### src/rtl/posit_mult_issue_if.sv
// Operand, multiplier and result channels of the posit_mult issue stage.
// slave = the issue stage itself; master = its surroundings (source, multiplier, sink).
interface posit_mult_issue_if #(
  parameter int N  = 16,
  parameter int TW = 4
);
  logic          op_valid;
  logic          op_ready;
  logic [N-1:0]  op_a;
  logic [N-1:0]  op_b;
  logic [TW-1:0] op_tag;

  logic [N-1:0]  mul_in1;
  logic [N-1:0]  mul_in2;
  logic          mul_start;
  logic [N-1:0]  mul_out;
  logic          mul_inf;
  logic          mul_zero;
  logic          mul_done;

  logic          res_valid;
  logic          res_ready;
  logic [N-1:0]  res_data;
  logic          res_inf;
  logic          res_zero;
  logic [TW-1:0] res_tag;

  modport slave (
    input  op_valid, op_a, op_b, op_tag,
    output op_ready,
    output mul_in1, mul_in2, mul_start,
    input  mul_out, mul_inf, mul_zero, mul_done,
    output res_valid, res_data, res_inf, res_zero, res_tag,
    input  res_ready
  );

  modport master (
    output op_valid, op_a, op_b, op_tag,
    input  op_ready,
    input  mul_in1, mul_in2, mul_start,
    output mul_out, mul_inf, mul_zero, mul_done,
    input  res_valid, res_data, res_inf, res_zero, res_tag,
    output res_ready
  );
endinterface

### src/rtl/posit_mult_issue.sv
// Issue/collect stage for posit_mult: operand FIFO, one-op-at-a-time issue FSM,
// and a result register held until the downstream sink accepts it.
module posit_mult_issue #(
  parameter int N     = 16,
  parameter int es    = 3,
  parameter int DEPTH = 4,
  parameter int TW    = 4
) (
  input  logic                   clk,
  input  logic                   rst_n,
  input  logic                   flush,
  posit_mult_issue_if.slave      bus,
  output logic [$clog2(DEPTH):0] count
);
  localparam int AW = $clog2(DEPTH);
  localparam int CW = AW + 1;
  localparam int EW = TW + 2 * N;

  if (DEPTH < 2 || (DEPTH & (DEPTH - 1)) != 0) begin : g_bad_depth
    $error("posit_mult_issue: DEPTH must be a power of two >= 2");
  end
  if (es < 0 || es > N - 3) begin : g_bad_es
    $error("posit_mult_issue: es does not fit in an N-bit posit");
  end

  typedef enum logic [1:0] {S_IDLE, S_ISSUE, S_WAIT, S_HOLD} state_e;

  state_e        state_q, state_d;
  logic [EW-1:0] fifo_q [DEPTH];
  logic [AW-1:0] wr_ptr_q, wr_ptr_d;
  logic [AW-1:0] rd_ptr_q, rd_ptr_d;
  logic [CW-1:0] count_q, count_d;
  logic [N-1:0]  in1_q, in1_d;
  logic [N-1:0]  in2_q, in2_d;
  logic [TW-1:0] tag_q, tag_d;
  logic [N-1:0]  res_data_q, res_data_d;
  logic          res_inf_q, res_inf_d;
  logic          res_zero_q, res_zero_d;
  logic [TW-1:0] res_tag_q, res_tag_d;

  logic          op_ready;
  logic          push;
  logic          pop;
  logic          can_pop;
  logic [EW-1:0] head;

  // op_ready is a pure function of occupancy, keeping sink/multiplier timing off it.
  assign op_ready = (count_q != CW'(DEPTH));
  assign push     = bus.op_valid & op_ready & ~flush;
  assign can_pop  = (count_q != '0) & ~flush;
  assign head     = fifo_q[rd_ptr_q];

  // NOTE: the operand storage is deliberately not reset; count/pointers define validity.
  always_ff @(posedge clk) begin
    if (push) fifo_q[wr_ptr_q] <= {bus.op_tag, bus.op_b, bus.op_a};
  end

  always_comb begin
    wr_ptr_d = wr_ptr_q;
    rd_ptr_d = rd_ptr_q;
    count_d  = count_q;
    if (flush) begin
      wr_ptr_d = '0;
      rd_ptr_d = '0;
      count_d  = '0;
    end else begin
      if (push) wr_ptr_d = wr_ptr_q + AW'(1);
      if (pop)  rd_ptr_d = rd_ptr_q + AW'(1);
      count_d = count_q + CW'(push) - CW'(pop);
    end
  end

  always_comb begin
    // NOTE: every signal gets its default first, so no branch can infer a latch.
    state_d    = state_q;
    pop        = 1'b0;
    in1_d      = in1_q;
    in2_d      = in2_q;
    tag_d      = tag_q;
    res_data_d = res_data_q;
    res_inf_d  = res_inf_q;
    res_zero_d = res_zero_q;
    res_tag_d  = res_tag_q;

    case (state_q)
      S_IDLE: begin
        if (can_pop) begin
          pop     = 1'b1;
          state_d = S_ISSUE;
        end
      end
      S_ISSUE, S_WAIT: begin
        if (bus.mul_done) begin
          res_data_d = bus.mul_out;
          res_inf_d  = bus.mul_inf;
          res_zero_d = bus.mul_zero;
          res_tag_d  = tag_q;
          state_d    = S_HOLD;
        end else begin
          state_d = S_WAIT;
        end
      end
      S_HOLD: begin
        if (bus.res_ready) begin
          if (can_pop) begin
            pop     = 1'b1;
            state_d = S_ISSUE;
          end else begin
            state_d = S_IDLE;
          end
        end
      end
      default: state_d = S_IDLE;
    endcase

    if (pop) begin
      in1_d = head[N-1:0];
      in2_d = head[2*N-1:N];
      tag_d = head[EW-1:2*N];
    end
  end

  // NOTE: all state updates use non-blocking assignments.
  always_ff @(posedge clk or negedge rst_n) begin
    if (!rst_n) begin
      state_q    <= S_IDLE;
      wr_ptr_q   <= '0;
      rd_ptr_q   <= '0;
      count_q    <= '0;
      in1_q      <= '0;
      in2_q      <= '0;
      tag_q      <= '0;
      res_data_q <= '0;
      res_inf_q  <= 1'b0;
      res_zero_q <= 1'b0;
      res_tag_q  <= '0;
    end else begin
      state_q    <= state_d;
      wr_ptr_q   <= wr_ptr_d;
      rd_ptr_q   <= rd_ptr_d;
      count_q    <= count_d;
      in1_q      <= in1_d;
      in2_q      <= in2_d;
      tag_q      <= tag_d;
      res_data_q <= res_data_d;
      res_inf_q  <= res_inf_d;
      res_zero_q <= res_zero_d;
      res_tag_q  <= res_tag_d;
    end
  end

  assign bus.op_ready  = op_ready;
  assign bus.mul_in1   = in1_q;
  assign bus.mul_in2   = in2_q;
  assign bus.mul_start = (state_q == S_ISSUE);
  assign bus.res_valid = (state_q == S_HOLD);
  assign bus.res_data  = res_data_q;
  assign bus.res_inf   = res_inf_q;
  assign bus.res_zero  = res_zero_q;
  assign bus.res_tag   = res_tag_q;
  assign count         = count_q;
endmodule

### src/flat_wrapper.sv
// flat-port wrapper written by rule: the top's interface ports become plain ports
module posit_mult_issue_flat 
#(
  parameter int N     = 16,
  parameter int es    = 3,
  parameter int DEPTH = 4,
  parameter int TW    = 4
)
  (clk, rst_n, flush, count, bus_op_valid, bus_op_a, bus_op_b, bus_op_tag, bus_op_ready, bus_mul_in1, bus_mul_in2, bus_mul_start, bus_mul_out, bus_mul_inf, bus_mul_zero, bus_mul_done, bus_res_valid, bus_res_data, bus_res_inf, bus_res_zero, bus_res_tag, bus_res_ready);
  posit_mult_issue_if #(.N(N), .TW(TW)) bus_i ();
  input  logic clk;
  input  logic rst_n;
  input  logic flush;
  output logic [$clog2(DEPTH):0] count;
  input wire logic [$bits(bus_i.op_valid)-1:0] bus_op_valid;
  input wire logic [$bits(bus_i.op_a)-1:0] bus_op_a;
  input wire logic [$bits(bus_i.op_b)-1:0] bus_op_b;
  input wire logic [$bits(bus_i.op_tag)-1:0] bus_op_tag;
  output wire logic [$bits(bus_i.op_ready)-1:0] bus_op_ready;
  output wire logic [$bits(bus_i.mul_in1)-1:0] bus_mul_in1;
  output wire logic [$bits(bus_i.mul_in2)-1:0] bus_mul_in2;
  output wire logic [$bits(bus_i.mul_start)-1:0] bus_mul_start;
  input wire logic [$bits(bus_i.mul_out)-1:0] bus_mul_out;
  input wire logic [$bits(bus_i.mul_inf)-1:0] bus_mul_inf;
  input wire logic [$bits(bus_i.mul_zero)-1:0] bus_mul_zero;
  input wire logic [$bits(bus_i.mul_done)-1:0] bus_mul_done;
  output wire logic [$bits(bus_i.res_valid)-1:0] bus_res_valid;
  output wire logic [$bits(bus_i.res_data)-1:0] bus_res_data;
  output wire logic [$bits(bus_i.res_inf)-1:0] bus_res_inf;
  output wire logic [$bits(bus_i.res_zero)-1:0] bus_res_zero;
  output wire logic [$bits(bus_i.res_tag)-1:0] bus_res_tag;
  input wire logic [$bits(bus_i.res_ready)-1:0] bus_res_ready;
  assign bus_i.op_valid = bus_op_valid;
  assign bus_i.op_a = bus_op_a;
  assign bus_i.op_b = bus_op_b;
  assign bus_i.op_tag = bus_op_tag;
  assign bus_op_ready = bus_i.op_ready;
  assign bus_mul_in1 = bus_i.mul_in1;
  assign bus_mul_in2 = bus_i.mul_in2;
  assign bus_mul_start = bus_i.mul_start;
  assign bus_i.mul_out = bus_mul_out;
  assign bus_i.mul_inf = bus_mul_inf;
  assign bus_i.mul_zero = bus_mul_zero;
  assign bus_i.mul_done = bus_mul_done;
  assign bus_res_valid = bus_i.res_valid;
  assign bus_res_data = bus_i.res_data;
  assign bus_res_inf = bus_i.res_inf;
  assign bus_res_zero = bus_i.res_zero;
  assign bus_res_tag = bus_i.res_tag;
  assign bus_i.res_ready = bus_res_ready;
  posit_mult_issue #(.N(N), .es(es), .DEPTH(DEPTH), .TW(TW)) u_core (.clk(clk), .rst_n(rst_n), .flush(flush), .bus(bus_i), .count(count));
endmodule
### config.mk
export PLATFORM = sky130hd
export DESIGN_NAME = posit_mult_issue_flat
export DESIGN_NICKNAME = d
export VERILOG_FILES = /design/src/rtl/posit_mult_issue_if.sv /design/src/rtl/posit_mult_issue.sv /design/src/flat_wrapper.sv
export SDC_FILE = /design/constraint.sdc
export NUM_CORES = 1
export LEC_CHECK = 0
export ABC_AREA = 1
export BUFFER_PORTS_ARGS = -buffer_cell sky130_fd_sc_hd__buf_2
export CAP_MARGIN = 20
export CORE_ASPECT_RATIO = 0.7
export CORE_MARGIN = 4
export CORE_UTILIZATION = 40
export CTS_CLUSTER_DIAMETER = 200
export DETAILED_ROUTE_END_ITERATION = 7
export RECOVER_POWER = 50
export SKIP_CTS_REPAIR_TIMING = 1
export SLEW_MARGIN = 15
export SYNTH_ARGS = -nofsm -noshare
export SYNTH_HDL_FRONTEND = slang
export SYNTH_SLANG_ARGS = --single-unit
### constraint.sdc
create_clock -name clk -period 2.67 [get_ports clk]
set_input_delay 0.534 -clock clk [delete_from_list [all_inputs] [get_ports clk]]
set_output_delay 0.534 -clock clk [all_outputs]
set_load 0.02 [all_outputs]
==> metrics.yaml <==
critical_path:
  worst-setup-path-type: "register to register"
  cp-start-kind: "register"
  cp_max_fo: 4
  cp.required_ps: 3080
  cp-end-kind: "register"
  worstRegToRegCells: 12
  cp_data_arrival_time_ps: 2650
finish:
  nets: 894
  n_antenna_cell: 0
  area_delta_synth_final_pct: 18.2
  fin_cells: 1107
  drive_above_1_share_pct: 15.4
global_route:
  grt_use_met2_pct: 23.6
  antenna_found_initial: 2
  grt_max_degree: 76
  grt.busiest_layer: "met2"
  grt_pass1_vias: 5277
  grt_pass1_wl_mm: 28.5
  gr-usage-met3_pct: 3.53
  grt_usage_pct: 15.1
  grt_use_met1_pct: 22.2
  gr-total-overflow: 0
timing:
  rsz0062_at_grt: "false"
  min_period_over_period_pct: 83.9
  skew_ps: 17.7
  setup_viol: 0
  report.final.slew_viol_count: 68
  max_freq_ghz: 0.446
  hold_viol_final: 0
  finalWorstSetupSlack_ps: 429
  fin_crit_ps: 2240
  tightestPinTransition_ps: 1760
  slew_headroom_pct: -17.5
logic_synthesis:
  netlist.area_leader.share_pct: 52.1
  synthesis.area_um2: 8290
  synth_edf_count: 144
  synth_fp_nets: 774
  yosysWarningCount: 0
  synth_seq_cells: 211
  synth_area_leader_cell: "edfxtp_1"
  avgSynthCellArea_um2: 11.8
  synth-async-reset-ratio_pct: 31.8
  synth_cell_types: 22
  ys.flop_type: "edfxtp_1"
  seq_area_frac_synth_pct: 72.3
  synth.area.top_cells: "edfxtp_1, dfrtp_1, nand2_1"
  synthCells: 703
routing:
  wl_per_cell_um: 15.7
  drt_iter0_markers: 376
  vias_per_cell: 4.71
  vias: 5216
  wl_mm: 17.4
  drcViolationCount: 0
  final_antenna_net_count: 0
  first_pass_iters: 5
clock_network:
  cts_tree: "done"
  clk_pin_slew_worst_paths_ps: 60
  clockBufferDepth: 3
  cts_inserted_buffers: 21
  htree_num_levels: 1
  cts_sinks: 211
  cts-root-buf: "clkbuf_16"
  worstSkewPairLatency_ps: 490
power:
  combPwrFrac_pct: 27.9
  ir_worst_vdd_v: 0.000430
  p_leak_uw: 0.00403
  sw_frac_of_total_pct: 32.7
  clkPwrFrac_pct: 28.3
  power_switching_uw: 3240
  intPower_uw: 6650
  pwr_density_cell_nw_per_um2: 1010
  seq_power_share_pct: 43.8
placed_design:
  dp_hpwl_mm: 10.3
  gp_congestion: 0.743
  placed_cells: 1070
  port_buffers: 119
  place_ws_ps: 438
hold_path:
  holdPathStages: 2
  hold_path.class: "input pin to register"
floorplanning:
  io-pin-count: 120
  start_util_pct: 41.3
  dieArea_um2: 23100
  core_area_um2: 20100
  die_w_um: 180
  rows: 43
  die_y_um: 128
job:
  maxCapViolCount: 1
run_status:
  status: "finished, violations left"
  violations: "capacitance limit, slew limit"
-- path summary, 6_finish.rpt --
check                                                         from                                  end  slack [ps]
worst max register to register       u_core.state_q[0]$_DFFE_PN0P_            u_core.count[2]$_DFF_PN0_         430
min in group asynchronous                                    rst_n       u_core.wr_ptr_q[1]$_DFFE_PN0P_         520
max in group asynchronous                                    rst_n       u_core.rd_ptr_q[1]$_DFFE_PN0P_         990
worst min register to register  u_core.bus.mul_in2[15]$_DFFE_PN0P_   u_core.bus.mul_in2[15]$_DFFE_PN0P_         470
worst min-delay path                               bus_mul_out[14]  u_core.bus.res_data[14]$_DFFE_PN0P_         280
worst max-delay path                 u_core.state_q[0]$_DFFE_PN0P_            u_core.count[2]$_DFF_PN0_         430
-- logic make-up after synthesis --
| kind of cell | after synthesis | share of synthesized area (%) |
|---|---|---|
| AND/OR/NAND/NOR | 328 | 15.0 |
| flip-flops | 211 | 72.3 |
| AO/OA/AOI/OAI | 75 | 4.53 |
| buffers and inverters | 53 | 3.09 |
| multiplexers | 22 | 2.99 |
| adder cells (fa/ha/maj) | 11 | 1.75 |
| XOR/XNOR | 3 | 0.317 |
-- per-layer routing --
metal | vias to the layer above | part of all wire, % | wire length, µm
met4 | 4 | 1.5 | 253
met5 | - | 0.12 | 21
met3 | 22 | 6.5 | 1130
met2 | 147 | 42 | 7360
li1 | 2585 | - | -
met1 | 2458 | 50 | 8650
-- flip-flops by register name, summed over array words and instances (netlist names) --
name / cells
u_core.bus.mul_in2: 16
u_core.rd_ptr_q: 2
u_core.bus.res_tag: 4
u_core.bus.mul_in1: 16
u_core.bus.res_inf: 1
u_core.fifo_q: 144
u_core.wr_ptr_q: 2
u_core.bus.res_zero: 1
u_core.state_q: 2
u_core.count: 3
u_core.tag_q: 4
u_core.bus.res_data: 16
-- final cells by class --
class / instances / area (µm²)
fillers: 1843 / 10300
flip-flops and latches: 211 / 6000
multi-input cells: 439 / 2070
repair buffers: 129 / 656
clock buffers: 33 / 632
well taps: 270 / 338
inverters: 21 / 78.8
clock inverters: 4 / 23.8
-- metrics by stage --
stage | TNS (ps) | area [µm²] | total power (µW) | utilization, % | hold WS (ps)
after CTS | 0 | 9880 | 10100 | 49.2 | 213
final | 0 | 9800 | 9890 | 48.8 | 285
after global placement | 0 | 9230 | 7220 | 46.0 | 460
after detailed placement | 0 | 9230 | 7260 | 46.0 | 461
after global routing | 0 | 9800 | 10500 | 48.8 | 276
after floorplan | -66580 | 8290 | 6360 | - | 238
-- critical path, stage by stage, from the launching register on --
cell and delay, ps:
dfrtp_1 390, inv_1 80, ha_1 340, inv_1 90, nand2_1 90, nor2_4 120
ha_1 220, inv_1 60, ha_1 130, inv_1 50, fa_1 370, xor2_1 160
nor2_1 80
-- power groups by stage --
stage | Sequential, µW | Clock (µW) | Combinational [µW]
after CTS | 4330 | 2880 | 2880
after global routing | 4410 | 3010 | 3110
final | 4330 | 2800 | 2760
after floorplan | 4870 | 0 | 1490
after global placement | 4380 | 0 | 2840
after detailed placement | 4390 | 0 | 2870
-- synthesized netlist by cell type, types with 2 or more instances --
cell type,instances
inv_2,3
buf_1,3
inv_1,18
nand2_1,168
o21ai_0,34
ha_1,10
edfxtp_1,144
clkbuf_1,8
buf_4,10
buf_2,10
mux2_2,22
nor2_1,153
dfrtp_1,67
xor2_1,2
o21ai_1,40
nand3_1,5
-- layout by cell type (no fill, tap or decap) --
master | synthesis | layout
clkbuf_8 | 0 | 4
dfrtp_2 | 0 | 2
nor2_1 | 153 | 149
o21ai_0 | 34 | 34
clkbuf_1 | 8 | 69
clkinv_2 | 0 | 3
buf_2 | 10 | 56
clkbuf_16 | 0 | 22
nand2_1 | 168 | 168
fa_1 | 1 | 1
nand4_1 | 1 | 1
nor2_4 | 0 | 5
inv_6 | 0 | 1
o21ai_1 | 40 | 40
buf_4 | 10 | 5
nand3_1 | 5 | 5
edfxtp_1 | 144 | 144
mux2_2 | 22 | 22
xnor2_1 | 1 | 1
ha_1 | 10 | 10
inv_1 | 18 | 18
xor2_1 | 2 | 2
inv_2 | 3 | 3
clkbuf_2 | 0 | 1
buf_12 | 0 | 5
dfrtp_1 | 67 | 65
a21oi_1 | 1 | 1
(Power assumes the default switching activity.)
